[src/rtl/imem_boot.sv]
// Instruction memory with a boot-time program loader and a one-cycle-latency
// fetch port. IDLE/RUN serve fetches; LOAD streams program words into the array.
module imem_boot #(
  parameter int ADDR_W = 8,
  parameter int DATA_W = 16
) (
  input  logic              mem_clk,
  input  logic              rst,
  input  logic              load_start,
  input  logic              load_valid,
  input  logic              load_last,
  input  logic [DATA_W-1:0] load_data,
  output logic              load_ready,
  output logic              load_done,
  output logic [ADDR_W:0]   load_count,
  input  logic              fetch_en,
  input  logic [ADDR_W-1:0] fetch_addr,
  input  logic              flush,
  output logic [DATA_W-1:0] rdata,
  output logic              rdata_valid,
  output logic              busy,
  output logic [1:0]        state_dbg
);

  localparam int DEPTH = 2 ** ADDR_W;

  // Load handshake: a word transfers on any edge where load_valid && load_ready.
  // load_ready is high for the whole LOAD state and never depends on load_valid.
  typedef enum logic [1:0] {
    IDLE = 2'd0,
    LOAD = 2'd1,
    RUN  = 2'd2
  } state_t;

  state_t            state_q, state_d;
  logic [ADDR_W-1:0] wptr_q;
  logic              accept;
  logic              load_end;
  logic [DATA_W-1:0] mem [DEPTH];

  assign accept    = load_valid && load_ready;
  // The last array slot (wptr all ones) ends the load even without load_last.
  assign load_end  = accept && (load_last || (&wptr_q));
  assign state_dbg = state_q;

  always_comb begin
    state_d    = state_q;
    load_ready = 1'b0;
    busy       = 1'b0;
    case (state_q)
      IDLE, RUN: if (load_start) state_d = LOAD;
      LOAD: begin
        load_ready = 1'b1;
        busy       = 1'b1;
        if (load_end) state_d = RUN;
      end
      default: state_d = IDLE;
    endcase
  end

  always_ff @(posedge mem_clk or posedge rst) begin
    if (rst) begin
      state_q     <= IDLE;
      wptr_q      <= '0;
      load_count  <= '0;
      load_done   <= 1'b0;
      rdata       <= '0;
      rdata_valid <= 1'b0;
    end else begin
      state_q   <= state_d;
      load_done <= 1'b0;
      if (state_q != LOAD && load_start) begin
        // Entering LOAD invalidates the fetched word so the pipeline refetches.
        wptr_q      <= '0;
        load_count  <= '0;
        rdata_valid <= 1'b0;
      end else if (state_q == LOAD) begin
        rdata_valid <= 1'b0;
        if (flush) rdata <= '0;
        if (accept) begin
          wptr_q     <= wptr_q + 1'b1;
          load_count <= load_count + 1'b1;
          load_done  <= load_end;
        end
      end else if (flush) begin
        rdata       <= '0;
        rdata_valid <= 1'b0;
      end else if (fetch_en) begin
        rdata       <= mem[fetch_addr];
        rdata_valid <= 1'b1;
      end
    end
  end

  // The array has no reset so a preloaded program survives rst.
  always_ff @(posedge mem_clk) begin
    if (accept) mem[wptr_q] <= load_data;
  end

endmodule
[config.mk]
export PLATFORM = sky130hd
export DESIGN_NAME = imem_boot
export DESIGN_NICKNAME = d
export VERILOG_FILES = /design/src/rtl/imem_boot.sv
export SDC_FILE = /design/constraint.sdc
export NUM_CORES = 2
export LEC_CHECK = 0
export CORE_UTILIZATION = 46
export CTS_CLUSTER_DIAMETER = 40
export CTS_CLUSTER_SIZE = 8
export DETAILED_ROUTE_END_ITERATION = 12
export GPL_ROUTABILITY_DRIVEN = 0
export REMOVE_ABC_BUFFERS = 1
export SLEW_MARGIN = 20
export SYNTH_ARGS = -nofsm -noshare
export SYNTH_HDL_FRONTEND = slang
export SYNTH_SLANG_ARGS = --single-unit
[constraint.sdc]
create_clock -name mem_clk -period 3.4 [get_ports mem_clk]
set_input_delay 0.85 -clock mem_clk [delete_from_list [all_inputs] [get_ports mem_clk]]
set_output_delay 0.85 -clock mem_clk [all_outputs]
set_load 0.05 [all_outputs]
Word-level counts from Yosys, hierarchy flattened
Memories as Yosys holds them, arrays and structs flattened.
Cells that the tools add are included.
- reductions and logical operators: 14
- equal/unequal tests: 6
- multiplexer cells: 23
- add/subtract/negate cells: 2
- bitwise operators: 1
- operators by type and width (cell ; number):
    two-way mux 16 bit ; 4
    two-way mux 9 bit ; 3
    two-way mux 8 bit ; 3
    two-way mux 1 bit ; 10
    adder 9 x 1 -> 9 bit (second input constant) ; 1
    adder 8 x 1 -> 8 bit (second input constant) ; 1
    AND reduction 8 bit ; 1
    != test 2 bit (second input constant) ; 3
    nonzero test 2 bit ; 3
    two-way mux 2 bit ; 2
    one-hot mux 2 bit (2 select lines) ; 1
    AND reduction 2 bit ; 2
    nonzero test 4 bit ; 1
    logical AND 1 bit ; 3
    AND reduction 3 bit ; 1
    == test 2 x 1 -> 1 bit (second input constant) ; 1
    == test 2 bit (second input constant) ; 1
    logical NOT 2 bit ; 1
    != test 2 x 1 -> 1 bit (second input constant) ; 1
    OR reduction 2 bit ; 1
    logical OR 1 bit ; 1
    NOT 1 bit ; 1
- bits in writable memories: 4096
- input bits: 31
- register bits: 37
- memories kept: 1
- output and inout port bits: 31
- word-level logic and storage cells: 53
- memory list (name ; words ; bits a word ; read ports ; clocked after memory_dff ; write ports ; line ; text):
    mem ; 256 ; 16 ; 1 ; 0 ; 1 ; 39 ; logic [DATA_W-1:0] mem [DEPTH];

Longest topological paths before layout
- word-level depth: 7
- gate-level depth with buffers: 14
- depth with buffers taken out: 8

Least setup slack after synthesis
No wires, ideal clock.
- kind: register to register
- start point: register state_q[0] (netlist: state_dbg[0])
- end point: memory mem[199][0], enable pin
- cell stages (with the launch flop): 10
- setup slack: -0.102 ns
- data required time: 3.012 ns
- data arrival time: 3.113 ns
- buffers on the path: 2
- clock period less this slack: 3.502 ns
- setup time: 0.388 ns
- path through: dfrtp_1 > nand2b_1 > inv_1 > and2_1 > clkbuf_1 > nand2_1 > nor2_1 > nand2_1 > clkbuf_1 > nor2_1
- word-level cells in the longest chain between the ends: 5
- ends and longest elaborated chain (element ; line ; text):
    start: declaration ; 35 ; state_t state_q, state_d;
    start signal: assignment ; 70 ; state_q <= state_d;
    == test 2 x 1 -> 1 bit ; n/a ;
    two-way mux 1 bit ; n/a ;
    named net busy ; 21 ; output logic busy,
    logical AND 1 bit ; 41 ; assign accept = load_valid && load_ready;
    two-way mux 1 bit ; 97 ; if (accept) mem[wptr_q] <= load_data;
    two-way mux 1 bit (implied by the code) ; 97 ;
    end: declaration ; 39 ;
The timed path passes the listed nets, and every way through them passes these cells.

Final worst setup path
- start point: register rdata[8]
- end point: output port rdata[8]
- RTL lines (element ; line ; text):
    start: declaration ; 19 ; output logic [DATA_W-1:0] rdata,
    start signal: assignment ; 89 ; rdata <= mem[fetch_addr];
No word-level cell between the ends.

==> metrics.md <==
| Metric | Value |
|---|---|
| Async set-reset flop share out of synthesis | `0.008952` |
| Fillers | `25320` |
| Largest family of logic cells by synthesized area | `multiplexers` |
| VDD IR max | `0.4974 mV` |
| Post-CTS Setup Bufs | `0` |
| Area occupied by multi-input gates | `33600 um^2` |
| Chip width | `592.9 um` |
| Clock Skew | `51.25 ps` |
| Longest Clk Path Bufs | `4` |
| Share of cells above drive strength 1 | `0.3272` |
| Cell Area, Synth | `160600 um^2` |
| Reg area | `123900 um^2` |
| Boundary pin count | `62` |
| IO buf count | `61` |
| Xor/xnor share of the synthesized area | `0.0005453` |
| Worst slew margin | `0.2422` |
| Die Area | `351500 um^2` |
| Setup Crit Path Kind | `register to primary output` |
| Vias in the first global route | `86550` |
| Cell taking the most area after synthesis | `edfxtp_1` |
| Chip height | `592.9 um` |
| Final Hold Viols | `0` |
| Synth Area in Adders | `0.0003895` |
| Hold Path Depth | `1` |
| Sink Count | `4133` |
| Post-Synth Simple-Gate Area | `0.02044` |
| #FFs+latches synth | `4133` |
| Final Cycle Share | `0.9829` |
| Post-synthesis mux area share | `0.1492` |
| Vias | `86720` |
| EDFF count, synth | `4096` |
| Period minus WS final | `3342 ps` |
| Worst EP required | `2550 ps` |
| Vias per cell | `6.230` |
| Ys Warns | `0` |
| TritonCTS clock tree | `yes` |
| Detail Route Antenna Nets | `0` |
| Int Power | `0.09436 W` |
| Slowest-stage cell, CP | `clkdlybuf4s50_1` |
| DRC | `0` |
| Top Family by Delay on Critical Path | `buffers and inverters` |
| Max-slew violation count | `0` |
| Worst Setup SP | `rdata[8]` |
| Cell area after layout | `196700 um^2` |
| PD cells | `618.2 nW/um^2` |
| Crit path capture | `rdata[8]` |
| Total of max-cap violations | `0` |
| Worst skew pair latency | `1060 ps` |
| Core ar. | `346700 um^2` |
| Drt total wl | `484900 um` |
| R2R Path Start | `state_dbg[1]` |
| Area contributors post-synth | `edfxtp_1, mux4_2, mux2i_1, nor2_1, o221ai_1` |
| Std-Cell Rows | `216` |
| Initial antenna violation count | `27` |
| Top-count cell post-synth | `edfxtp_1` |
| Crit path launch type | `register` |
| Avg Inst Size Synth | `21.34 um^2` |
| First-pass GRT wire length | `676400 um` |
| RR Endpoint | `rdata[4]` |
| Cells after Synth | `7527` |
| Lkg Pwr | `65.18 nW` |
| Grt ovf | `0` |
| Drt pass-1 iters | `6` |
| Hold crit path type | `input pin to register` |
| Clock Tree Root | `clkbuf_16` |
| Initial drt markers | `11610` |
| Worst-path clk slew | `50 ps` |
| Sequential fraction of the synthesis area | `0.7715` |
| Switching pwr | `0.02724 W` |
| Sequential power share | `0.465` |
| Detailed Place HPWL | `311200 um` |
| Synth Area in Compound Gates | `0.03590` |
| H-tree depth | `6` |
| Critical path depth | `1` |
| RSZ-0062 raised after global routing | `false` |
| # hold bufs at CTS | `0` |
| Worst Max-Slew Pin Slew | `1128 ps` |
| Max Fclk | `0.2992 GHz` |
| All-Layer GR Usage | `0.2758` |
| Starting density of the core | `0.4632` |
| Largest net degree at the start of global routing | `113` |
| Outcome | `finished, final reports clean` |
| Top-area cell type share of the netlist area | `0.7658` |
| # setup viols final | `0` |
| FF-to-FF path depth | `11` |
| Nets@finish | `9099` |
| Placed Cells incl. Taps | `13010` |
| Final Util | `0.5673` |
| CP cell instances | `clkdlybuf4s50_1` |
| WP buf/inv | `1` |
| Worst setup EP type | `primary output` |
| Switch share | `0.2240` |
| Yosys cell types | `82` |
| Reg-to-reg slack, setup | `80 ps` |
| Slowest stage delay, CP | `880 ps` |
| Dpl cell area | `178200 um^2` |
| Final std cells w/o fill | `13920` |
| Clk network pwr share | `0.474` |
| Num CTS Buffers | `631` |
| Layout area overhead | `22.46%` |
| Main synth FF type | `edfxtp_1` |
| Share of power burned in combinational logic | `0.061` |
| Max FO, Critical Path | `2` |
| Synth cell count leaders | `edfxtp_1, mux4_2, mux2i_1` |
| WL per Instance | `34.84 um` |
| Fin Setup TNS | `0 ps` |
| CP arrival | `2490 ps` |
flip-flops by register name (all words and copies together) (netlist names):
signal and flops:
load_count 9, load_done 1, mem 4096, rdata 16
rdata_valid 1, state_dbg 2, wptr_q 8
how the worst min path moves through the flow:
stage | from | endpoint | slack (ps)
CTS | load_data[12] | mem[132][12] | 160
global placement | load_count[7] | load_count[7] | 490
floorplan | wptr_q[4] | wptr_q[4] | 530
detailed placement | load_count[7] | load_count[7] | 500
finish | load_data[12] | mem[132][12] | 200
global route | load_data[12] | mem[132][12] | 210
layer usage:
layer,wire length (um),global-route usage,vias to the layer above,share of wire
met5,51,0,-,0.00011
met4,22800,0.1205,6,0.047
met3,49120,0.05919,880,0.10
met1,188000,0.3817,46060,0.39
met2,224900,0.4248,4998,0.46
li1,-,-,34780,-
layout by cell type, fill, tap and decap left out, types with 31 or more instances in the layout:
| cell type | netlist | final |
|---|---|---|
| a211oi_1 | 34 | 33 |
| a21oi_1 | 147 | 147 |
| a22oi_1 | 90 | 90 |
| a31oi_1 | 42 | 42 |
| buf_12 | 41 | 364 |
| buf_4 | 33 | 920 |
| clkbuf_1 | 132 | 116 |
| clkbuf_16 | 0 | 636 |
| clkinv_1 | 1 | 32 |
| dfrtp_1 | 37 | 37 |
| edfxtp_1 | 4096 | 4096 |
| mux2i_1 | 507 | 507 |
| mux4_2 | 801 | 801 |
| nand2_1 | 173 | 156 |
| nand3_1 | 51 | 51 |
| nor2_1 | 355 | 230 |
| nor2_2 | 2 | 126 |
| nor3_1 | 52 | 49 |
| o21ai_0 | 61 | 58 |
| o21ai_1 | 28 | 31 |
| o221ai_1 | 144 | 144 |
| o22ai_1 | 139 | 139 |
cell type report:
class | instances | area share
flip-flops and latches | 4133 | 0.6300
multi-input cells | 2942 | 0.1708
clock buffers | 759 | 0.08362
repair buffers | 1343 | 0.07561
well taps | 4578 | 0.02912
clock inverters | 144 | 0.01040
inverters | 12 | 0.0002926
diodes | 9 | 0.0001145
metrics by stage:
step	power (W)	hold WS [ps]	setup slack, ps
final	0.1216	195.4	58.24
after detailed placement	0.06484	499.2	-1085
after CTS	0.1222	164.3	1.544
after global placement	0.06474	488.9	-1557
after floorplan	0.05976	528.3	-1110
after global routing	0.1244	206.7	61.65
repair_timing:
| item | 4_1_cts | 5_1_grt |
|---|---|---|
| hold endpoints to repair | 0 | 0 |
| gates resized for setup | 11 | 3 |
| setup endpoints to repair | 11 | 3 |
kinds of logic (layout without fill, tap and decap cells):
family,count (synthesis),in the layout
flops,4133,4133
compound gates,827,827
buf+inv,452,2258
other cells,0,9
fa+ha+maj,5,5
xor+xnor,10,10
simple gates,752,752
mux,1348,1348
power groups by stage:
| stage | Clock (W) | Sequential (W) | Combinational (W) |
|---|---|---|---|
| 2_1_floorplan | 0 | 0.0575 | 0.00221 |
| 3_3_place_gp | 0 | 0.0575 | 0.00729 |
| 3_5_place_dp | 0 | 0.0575 | 0.00738 |
| 4_1_cts | 0.0582 | 0.0565 | 0.00739 |
| 5_1_grt | 0.0603 | 0.0565 | 0.00765 |
| 6_report | 0.0576 | 0.0565 | 0.00744 |
No activity file was read; power rests on OpenSTA's default activity.
